$ cat config.mk
export PLATFORM = sky130hd
export DESIGN_NAME = mux_n1_rr_reg_flat
export DESIGN_NICKNAME = d
export VERILOG_FILES = /design/src/rtl/mux_n1_rr_reg_if.sv /design/src/rtl/mux_n1_rr_reg.sv /design/src/flat_wrapper.sv
export SDC_FILE = /design/constraint.sdc
export NUM_CORES = 1
export LEC_CHECK = 0
export BUFFER_PORTS_ARGS = -buffer_cell sky130_fd_sc_hd__buf_2
export CAP_MARGIN = 20
export CORE_MARGIN = 1.5
export CORE_UTILIZATION = 38
export CTS_BUF_LIST = sky130_fd_sc_hd__clkbuf_16
export CTS_CLUSTER_SIZE = 28
export DETAILED_ROUTE_END_ITERATION = 10
export PLACE_DENSITY = 0.75
export SYNTH_ARGS = -nofsm -noshare
export SYNTH_HDL_FRONTEND = slang
export SYNTH_SLANG_ARGS = --single-unit
$ cat constraint.sdc
create_clock -name clk -period 17.6 [get_ports clk]
set_input_delay 3.52 -clock clk [delete_from_list [all_inputs] [get_ports clk]]
set_output_delay 3.52 -clock clk [all_outputs]
set_load 0.01 [all_outputs]
$ cat src/rtl/mux_n1_rr_reg_if.sv
// Bundle of the N:1 mux channel-side and output-side handshake signals.
interface mux_n1_rr_reg_if #(
    parameter int unsigned N     = 16,
    parameter int unsigned WIDTH = 8
);
    localparam int unsigned SELW = (N > 1) ? $clog2(N) : 1;

    // Channel side: channel k occupies in_data[k*WIDTH +: WIDTH]
    logic [N*WIDTH-1:0] in_data;
    logic [N-1:0]       in_valid;
    logic [N-1:0]       in_ready;

    // Channel selection control
    logic               mode;
    logic [SELW-1:0]    sel;

    // Output side
    logic [WIDTH-1:0]   out_data;
    logic [SELW-1:0]    out_chan;
    logic               out_valid;
    logic               out_ready;

    // Producer/consumer environment around the mux
    modport master (
        output in_data,
        output in_valid,
        output mode,
        output sel,
        output out_ready,
        input  in_ready,
        input  out_data,
        input  out_chan,
        input  out_valid
    );

    // The mux itself
    modport slave (
        input  in_data,
        input  in_valid,
        input  mode,
        input  sel,
        input  out_ready,
        output in_ready,
        output out_data,
        output out_chan,
        output out_valid
    );
endinterface

$ cat src/rtl/mux_n1_rr_reg.sv
// N:1 multiplexer with a registered output stage, valid/ready handshakes on
// both sides, and either direct channel select or round-robin scanning.
module mux_n1_rr_reg #(
    parameter int unsigned N     = 16,
    parameter int unsigned WIDTH = 8
) (
    input  logic            clk,
    input  logic            rst_n,
    mux_n1_rr_reg_if.slave  bus
);
    localparam int unsigned SELW = (N > 1) ? $clog2(N) : 1;
    localparam int unsigned SUMW = SELW + 1;

    // Output register occupancy
    localparam logic [0:0] ST_EMPTY = 1'b0;
    localparam logic [0:0] ST_FULL  = 1'b1;

    logic [0:0]       state_q;
    logic [0:0]       state_d;
    logic [WIDTH-1:0] data_q;
    logic [WIDTH-1:0] data_d;
    logic [SELW-1:0]  chan_q;
    logic [SELW-1:0]  chan_d;
    logic [SELW-1:0]  rr_ptr_q;
    logic [SELW-1:0]  rr_ptr_d;

    logic [WIDTH-1:0] chan_data [N];
    logic [N-1:0]     rot_valid;
    logic [SUMW-1:0]  rot_offs;
    logic [SUMW-1:0]  rr_sum;
    logic             rot_found;
    logic [SELW-1:0]  grant;
    logic             grant_vld;
    logic             can_load;
    logic             xfer;
    logic [N-1:0]     ready_c;

    // Unpack the flat input bus into per-channel words
    for (genvar k = 0; k < N; k++) begin : g_unpack
        assign chan_data[k] = bus.in_data[k*WIDTH +: WIDTH];
    end

    // Grant selection: direct select, or first valid at/after rr_ptr
    always_comb begin
        grant     = '0;
        grant_vld = 1'b0;
        rot_valid = '0;
        rot_offs  = '0;
        rot_found = 1'b0;
        rr_sum    = '0;
        if (bus.mode == 1'b0) begin
            grant     = bus.sel;
            grant_vld = (SUMW'(bus.sel) < SUMW'(N));
        end else begin
            // Rotate so that bit 0 corresponds to the channel at rr_ptr
            rot_valid = N'({bus.in_valid, bus.in_valid} >> rr_ptr_q);
            for (int i = int'(N) - 1; i >= 0; i--) begin
                if (rot_valid[i]) begin
                    rot_offs  = SUMW'(i);
                    rot_found = 1'b1;
                end
            end
            rr_sum = SUMW'(rr_ptr_q) + rot_offs;
            if (rr_sum >= SUMW'(N)) begin
                rr_sum = rr_sum - SUMW'(N);
            end
            grant     = SELW'(rr_sum);
            grant_vld = rot_found;
        end
    end

    // Handshake qualification; in_ready is held low throughout reset
    always_comb begin
        can_load = (state_q == ST_EMPTY) || bus.out_ready;
        ready_c  = '0;
        for (int k = 0; k < int'(N); k++) begin
            ready_c[k] = rst_n && can_load && grant_vld && (grant == SELW'(k));
        end
        xfer = rst_n && can_load && grant_vld && bus.in_valid[grant];
    end

    // Next-state, output-word load and round-robin pointer advance
    always_comb begin
        state_d  = state_q;
        data_d   = data_q;
        chan_d   = chan_q;
        rr_ptr_d = rr_ptr_q;
        case (state_q)
            ST_EMPTY: begin
                if (xfer) begin
                    state_d = ST_FULL;
                end
            end
            ST_FULL: begin
                if (bus.out_ready && !xfer) begin
                    state_d = ST_EMPTY;
                end
            end
            default: state_d = ST_EMPTY;
        endcase
        if (xfer) begin
            data_d = chan_data[grant];
            chan_d = grant;
            if (bus.mode) begin
                rr_ptr_d = (grant == SELW'(N - 1)) ? '0 : grant + 1'b1;
            end
        end
    end

    // State, output word and pointer registers
    always_ff @(posedge clk or negedge rst_n) begin
        if (!rst_n) begin
            state_q  <= ST_EMPTY;
            data_q   <= '0;
            chan_q   <= '0;
            rr_ptr_q <= '0;
        end else begin
            state_q  <= state_d;
            data_q   <= data_d;
            chan_q   <= chan_d;
            rr_ptr_q <= rr_ptr_d;
        end
    end

    assign bus.in_ready  = ready_c;
    assign bus.out_data  = data_q;
    assign bus.out_chan  = chan_q;
    assign bus.out_valid = (state_q == ST_FULL);

endmodule

$ cat src/flat_wrapper.sv
// flat-port wrapper written by rule: the top's interface ports become plain ports
module mux_n1_rr_reg_flat 
#(
    parameter int unsigned N     = 16,
    parameter int unsigned WIDTH = 8
)
  (clk, rst_n, bus_in_data, bus_in_valid, bus_mode, bus_sel, bus_out_ready, bus_in_ready, bus_out_data, bus_out_chan, bus_out_valid);
  mux_n1_rr_reg_if #(.N(N), .WIDTH(WIDTH)) bus_i ();
  input  logic clk;
  input  logic rst_n;
  input wire logic [$bits(bus_i.in_data)-1:0] bus_in_data;
  input wire logic [$bits(bus_i.in_valid)-1:0] bus_in_valid;
  input wire logic [$bits(bus_i.mode)-1:0] bus_mode;
  input wire logic [$bits(bus_i.sel)-1:0] bus_sel;
  input wire logic [$bits(bus_i.out_ready)-1:0] bus_out_ready;
  output wire logic [$bits(bus_i.in_ready)-1:0] bus_in_ready;
  output wire logic [$bits(bus_i.out_data)-1:0] bus_out_data;
  output wire logic [$bits(bus_i.out_chan)-1:0] bus_out_chan;
  output wire logic [$bits(bus_i.out_valid)-1:0] bus_out_valid;
  assign bus_i.in_data = bus_in_data;
  assign bus_i.in_valid = bus_in_valid;
  assign bus_i.mode = bus_mode;
  assign bus_i.sel = bus_sel;
  assign bus_i.out_ready = bus_out_ready;
  assign bus_in_ready = bus_i.in_ready;
  assign bus_out_data = bus_i.out_data;
  assign bus_out_chan = bus_i.out_chan;
  assign bus_out_valid = bus_i.out_valid;
  mux_n1_rr_reg #(.N(N), .WIDTH(WIDTH)) u_core (.clk(clk), .rst_n(rst_n), .bus(bus_i));
endmodule
-- Word-level counts from Yosys, hierarchy flattened
Cells that the tools add are included.
- bits in registers: 17
- word-level logic and storage cells: 97
- equal/unequal tests: 15
- multiplexer cells: 45
- reductions and logical operators: 24
- shift operators: 1
- add/subtract/negate cells: 3
- magnitude comparators: 3
- bitwise logic cells: 2
- operators by type and width (kind ; count):
    4-bit 2-to-1 mux ; 19
    8-bit binary-select mux with 4-bit select ; 1
    4-bit == test, second input constant ; 8
    32-bit by 4-bit >> shifter with 16-bit output ; 1
    1-bit logical AND ; 20
    1-bit 2-to-1 mux ; 20
    4-bit by 3-bit == test with 1-bit output, second input constant ; 4
    8-bit 2-to-1 mux ; 2
    5-bit greater-or-equal comparator, second input constant ; 2
    4-bit by 2-bit == test with 1-bit output, second input constant ; 2
    4-bit by 5-bit adder with 5-bit output ; 1
    4-bit by 5-bit less-than comparator with 1-bit output, second input constant ; 1
    5-bit 2-to-1 mux ; 1
    4-bit inverter with 5-bit output ; 1
    4-bit by 1-bit adder with 4-bit output, second input constant ; 1
    1-bit binary-select mux with 4-bit select ; 1
    4-bit by 1-bit == test with 1-bit output, second input constant ; 1
    4-bit logical NOT ; 1
    4-bit by 1-bit subtractor with 4-bit output, second input constant ; 1
    1-bit one-hot mux with 2 select lines ; 1
    2-bit AND reduction ; 1
    1-bit logical NOT ; 1
    1-bit logical OR ; 1
    1-bit inverter ; 1

-- Logic depth before layout (Yosys ltp)
- depth after elaboration: 29
- gate-level depth with buffers: 21
- depth with buffers taken out: 18

-- Worst setup path after synthesis
Ideal clock, no wire load.
- path kind: input to output
- from: in bus_in_valid[13]
- to: out bus_in_ready[8]
- stages on the path: 17
- arrival: 7.270 ns
- setup slack: 6.810 ns
- required time: 14.080 ns
- path buffers: 3
- cells stage by stage: mux4_2 a221oi_1 o21ai_0 a221o_1 o211ai_1 a21oi_1 o22ai_1 a221oi_1 ha_1 mux2_2 inv_1 clkbuf_1 clkbuf_1 buf_1 ha_1 nand2_1 nor2_1
- cells in the longest elaborated chain, start to end: 24
- elaborated cells between the ends (all ways): 43
- those cells by class: 2 x add/sub; 1 x order compare; 1 x eq/ne; 1 x shift; 36 x mux; 2 x reduce/logical
- RTL lines (element ; line ; source):
    start, declared ; flat_wrapper.sv:12 ; input wire logic [$bits(bus_i.in_valid)-1:0] bus_in_valid;
    32-bit by 4-bit >> shifter with 16-bit output * ; mux_n1_rr_reg.sv:56 ; rot_valid = N'({bus.in_valid, bus.in_valid} >> rr_ptr_q);
    4-bit 2-to-1 mux (16 in a row) ; mux_n1_rr_reg.sv:58 ; if (rot_valid[i]) begin
    5-bit 2-to-1 mux ; mux_n1_rr_reg.sv:51 ; if (bus.mode == 1'b0) begin
    4-bit by 5-bit adder with 5-bit output ; mux_n1_rr_reg.sv:63 ; rr_sum = SUMW'(rr_ptr_q) + rot_offs;
    4-bit by 1-bit subtractor with 4-bit output / 5-bit greater-or-equal comparator (equally long branches) ; mux_n1_rr_reg.sv:65, mux_n1_rr_reg.sv:64 ;
    4-bit 2-to-1 mux ; mux_n1_rr_reg.sv:64 ; if (rr_sum >= SUMW'(N)) begin
    4-bit 2-to-1 mux ; mux_n1_rr_reg.sv:51 ;
    4-bit == test ; mux_n1_rr_reg.sv:77 ; ready_c[k] = rst_n && can_load && grant_vld && (grant == SELW'(k));
    1-bit logical AND * ; mux_n1_rr_reg.sv:77 ;
    end, declared ; flat_wrapper.sv:16 ; output wire logic [$bits(bus_i.in_ready)-1:0] bus_in_ready;
Mark *: on every way between the ends. The rest lies on a longest branch, timed or not. The select of a mux whose other input is x is not followed.

-- Worst setup path after layout
- from: in bus_in_valid[13]
- to: out bus_in_ready[0]
- cells in the longest elaborated chain, start to end: 24
- elaborated cells between the ends (all ways): 43
- those cells by class: 2 x add/sub; 1 x order compare; 1 x shift; 36 x mux; 3 x reduce/logical
- RTL lines (element ; line):
    32-bit by 4-bit >> shifter with 16-bit output * ; mux_n1_rr_reg.sv:56
    4-bit 2-to-1 mux (16 in a row) ; mux_n1_rr_reg.sv:58
    5-bit 2-to-1 mux ; mux_n1_rr_reg.sv:51
    4-bit by 5-bit adder with 5-bit output ; mux_n1_rr_reg.sv:63
    4-bit by 1-bit subtractor with 4-bit output / 5-bit greater-or-equal comparator (equally long branches) ; mux_n1_rr_reg.sv:65, mux_n1_rr_reg.sv:64
    4-bit 2-to-1 mux ; mux_n1_rr_reg.sv:64
    4-bit 2-to-1 mux ; mux_n1_rr_reg.sv:51
    4-bit logical NOT ; mux_n1_rr_reg.sv:77
    1-bit logical AND * ; mux_n1_rr_reg.sv:77
Marked as above.

==> flow_summary.yaml <==
logic_synthesis:
  synth-edff-count: 0
  ys_seq_elements: 17
  ys_types: 57
  yosys_warnings: 0
  syn-cell-area_sq_um: 3450
  postSynthAreaPerCell_sq_um: 7.89
  ys_async_sr_fraction_pct: 100
  seq_area_frac_synth_pct: 12.3
  synth_flop_cell: "dfrtp_1"
  synth_nets: 595
  syn_inst: 437
timing:
  drv_slew: 0
  whs_ps: 504
  period_minus_slack_ps: 11750
  setup_viol: 0
  fmax_ghz: 0.0851
  finalHoldViolations: 0
  period_share_pct: 66.8
  rsz0062_at_grt: "false"
  fin_skew_ps: 1.04
  slew_headroom_pct: 40.4
  fin_tns_setup_ps: 0
  worst_pin_slew_ps: 894
detailed_routing:
  dr_total_vias: 4201
  drt_iter0_drc: 293
  dr.pass1.iters: 7
  wl_um: 12300
  post-route-drc-count: 0
  routed_via_density: 6.02
  drt-wirelength-per-cell_um: 17.6
  ant_nets: 0
die:
  core-area_sq_um: 8760
  die_w_um: 98.2
  initial_core_util_pct: 39.3
  boundaryPins: 181
  dieArea_sq_um: 9650
  die_h_um: 98.2
  rows: 34
setup_path:
  timing_worst_setup_path_type: "input port to output port"
  critPathLaunchType: "input port"
  crit_required_ps: 14080
  worst-r2r-setup-slack_ps: 10600
  reg2regPathDepth: 17
  endpoint_kind: "output port"
  r2r_start: "u_core.rr_ptr_q[3]$_DFFE_PN0P_"
  arrival_ps: 8230
  critPathMaxFanout: 40
  worst_r2r_endpoint: "u_core.bus.out_chan[1]$_DFFE_PN0P_"
cts:
  clock_sinks: 17
  clkLatencyLatePin_ps: 250
  ctsResizeCount: 0
  numCtsBuffers: 3
  ctsLongestPathBuffers: 2
  post_cts_buffers: 0
  cts_root_buffer: "clkbuf_16"
  clk_pin_slew_ps: 60
  cts_tree: "yes"
  cts_hold_buf: 0
  h-tree-depth: 1
global_routing:
  grt_overflow: 0
  grt_pass1_wl_um: 19600
  grt_usage_pct: 24.8
  grt_max_degree: 46
  antenna_found_initial: 0
  grt_pass1_vias: 4100
pwr:
  p_leak_uw: 0.00217
  vdd_drop_max_v: 0.000116
  power_density_nw_per_um2: 257
  design_power_total_uw: 1150
hold_path:
  holdPathEnd: "u_core.bus.out_chan[0]$_DFFE_PN0P_"
  min_from: "u_core.bus.out_chan[0]$_DFFE_PN0P_"
  hold_depth: 1
  hp-class: "flop to flop"
cells_and_area:
  nets: 749
  layout-drive-gt1-share_pct: 41.0
  utilization_pct: 50.9
  layout_common_cells: "buf_2 (180), nand2_1 (103), mux4_2 (32), nand3_1 (29), nor2_1 (24)"
  syn2layout_area_growth_pct: 29.4
  final_common_cell: "buf_2"
  n_antenna_cell: 0
  instances_no_fill: 698
place:
  placed_cells: 693
  gp_congestion: 0.961
  dp.final_hpwl_um: 9810
  io_buffers: 180
run:
  max_cap_violations: 0
run_status:
  status: "finished, final reports clean"
==> worst max-delay path by stage <==
| stage | slack (ps) | to | cells after the start | from |
|---|---|---|---|---|
| 2_1_floorplan | 6810 | bus_in_ready[8] | 17 | bus_in_valid[13] |
| 3_3_place_gp | 5980 | bus_in_ready[0] | 17 | bus_in_valid[13] |
| 3_5_place_dp | 5890 | bus_in_ready[0] | 17 | bus_in_valid[13] |
| 4_1_cts | 5880 | bus_in_ready[0] | 17 | bus_in_valid[13] |
| 5_1_grt | 5460 | bus_in_ready[0] | 17 | bus_in_valid[3] |
| 6_report | 5850 | bus_in_ready[0] | 17 | bus_in_valid[13] |
==> kinds of logic after synthesis <==
family / synth area share (%)
muxes: 27.7
DFF: 12.3
adders and majority gates: 2.40
xor gates and xnor gates: 1.02
and+or+nand+nor: 27.2
buffers and inverters: 6.24
AOI/OAI and AO/OA: 23.1
==> critical path, cell delays in order <==
cell and delay, ps:
buf_2 130, mux4_2 530, a221oi_1 360, o21ai_0 140
a221o_1 320, o211ai_1 90, a21oi_1 90, o22ai_1 200
a221oi_1 110, ha_1 230, fa_1 510, mux2_2 680
inv_1 590, ha_1 370, nand2_1 110, nor2_1 50
buf_2 160
==> per-layer routing <==
metal / global-route usage, % / wire [um]
met2: 47.3 / 6560
met4: 8.78 / 422
met5: 0 / 0
met3: 2.43 / 814
met1: 28.7 / 4480
==> final cells by class <==
cell class | count | area (sq um)
sequential | 17 | 425
clock inverter | 1 | 7.51
tap | 108 | 135
clock buffer | 3 | 75.1
fill | 858 | 4300
timing repair buffer | 183 | 943
inverter | 17 | 63.8
multi-input combinational | 369 | 2810
==> flip-flops by register name (all words and copies together) (netlist names) <==
name                  cells
u_core.bus.out_valid      1
u_core.bus.out_data       8
u_core.rr_ptr_q           4
u_core.bus.out_chan       4
==> cells in the mapped netlist, types with 6 or more instances <==
cell type | n | share of area, %
a222oi_1 | 8 | 2.3
nand2_1 | 103 | 11
inv_1 | 17 | 1.9
nor2_1 | 24 | 2.6
dfrtp_1 | 17 | 12
mux2_2 | 7 | 2.3
a21oi_1 | 12 | 1.7
and3_1 | 15 | 2.7
clkbuf_1 | 23 | 2.5
a31o_2 | 8 | 2.0
nand3_1 | 29 | 4.2
a311oi_1 | 11 | 2.8
mux2i_1 | 13 | 3.8
nor2b_1 | 6 | 1.1
mux4_2 | 32 | 21
nor3_1 | 9 | 1.3
o21ai_0 | 9 | 1.3
==> through the flow <==
stage,instance area [sq um],setup WS [ps]
floorplan,3450,6810
global placement,4350,5980
detailed placement,4350,5890
CTS,4430,5880
global route,4460,5460
finish,4460,5850
==> power breakdown <==
part           switching (uW)  leakage, uW  total (uW)  internal (uW)
sequential               35.8     0.000202        96.8           61.0
clock                    16.5    0.0000371        47.1           30.7
combinational             565      0.00193        1000            440
Note: power is estimated with default switching activity, not from simulation.
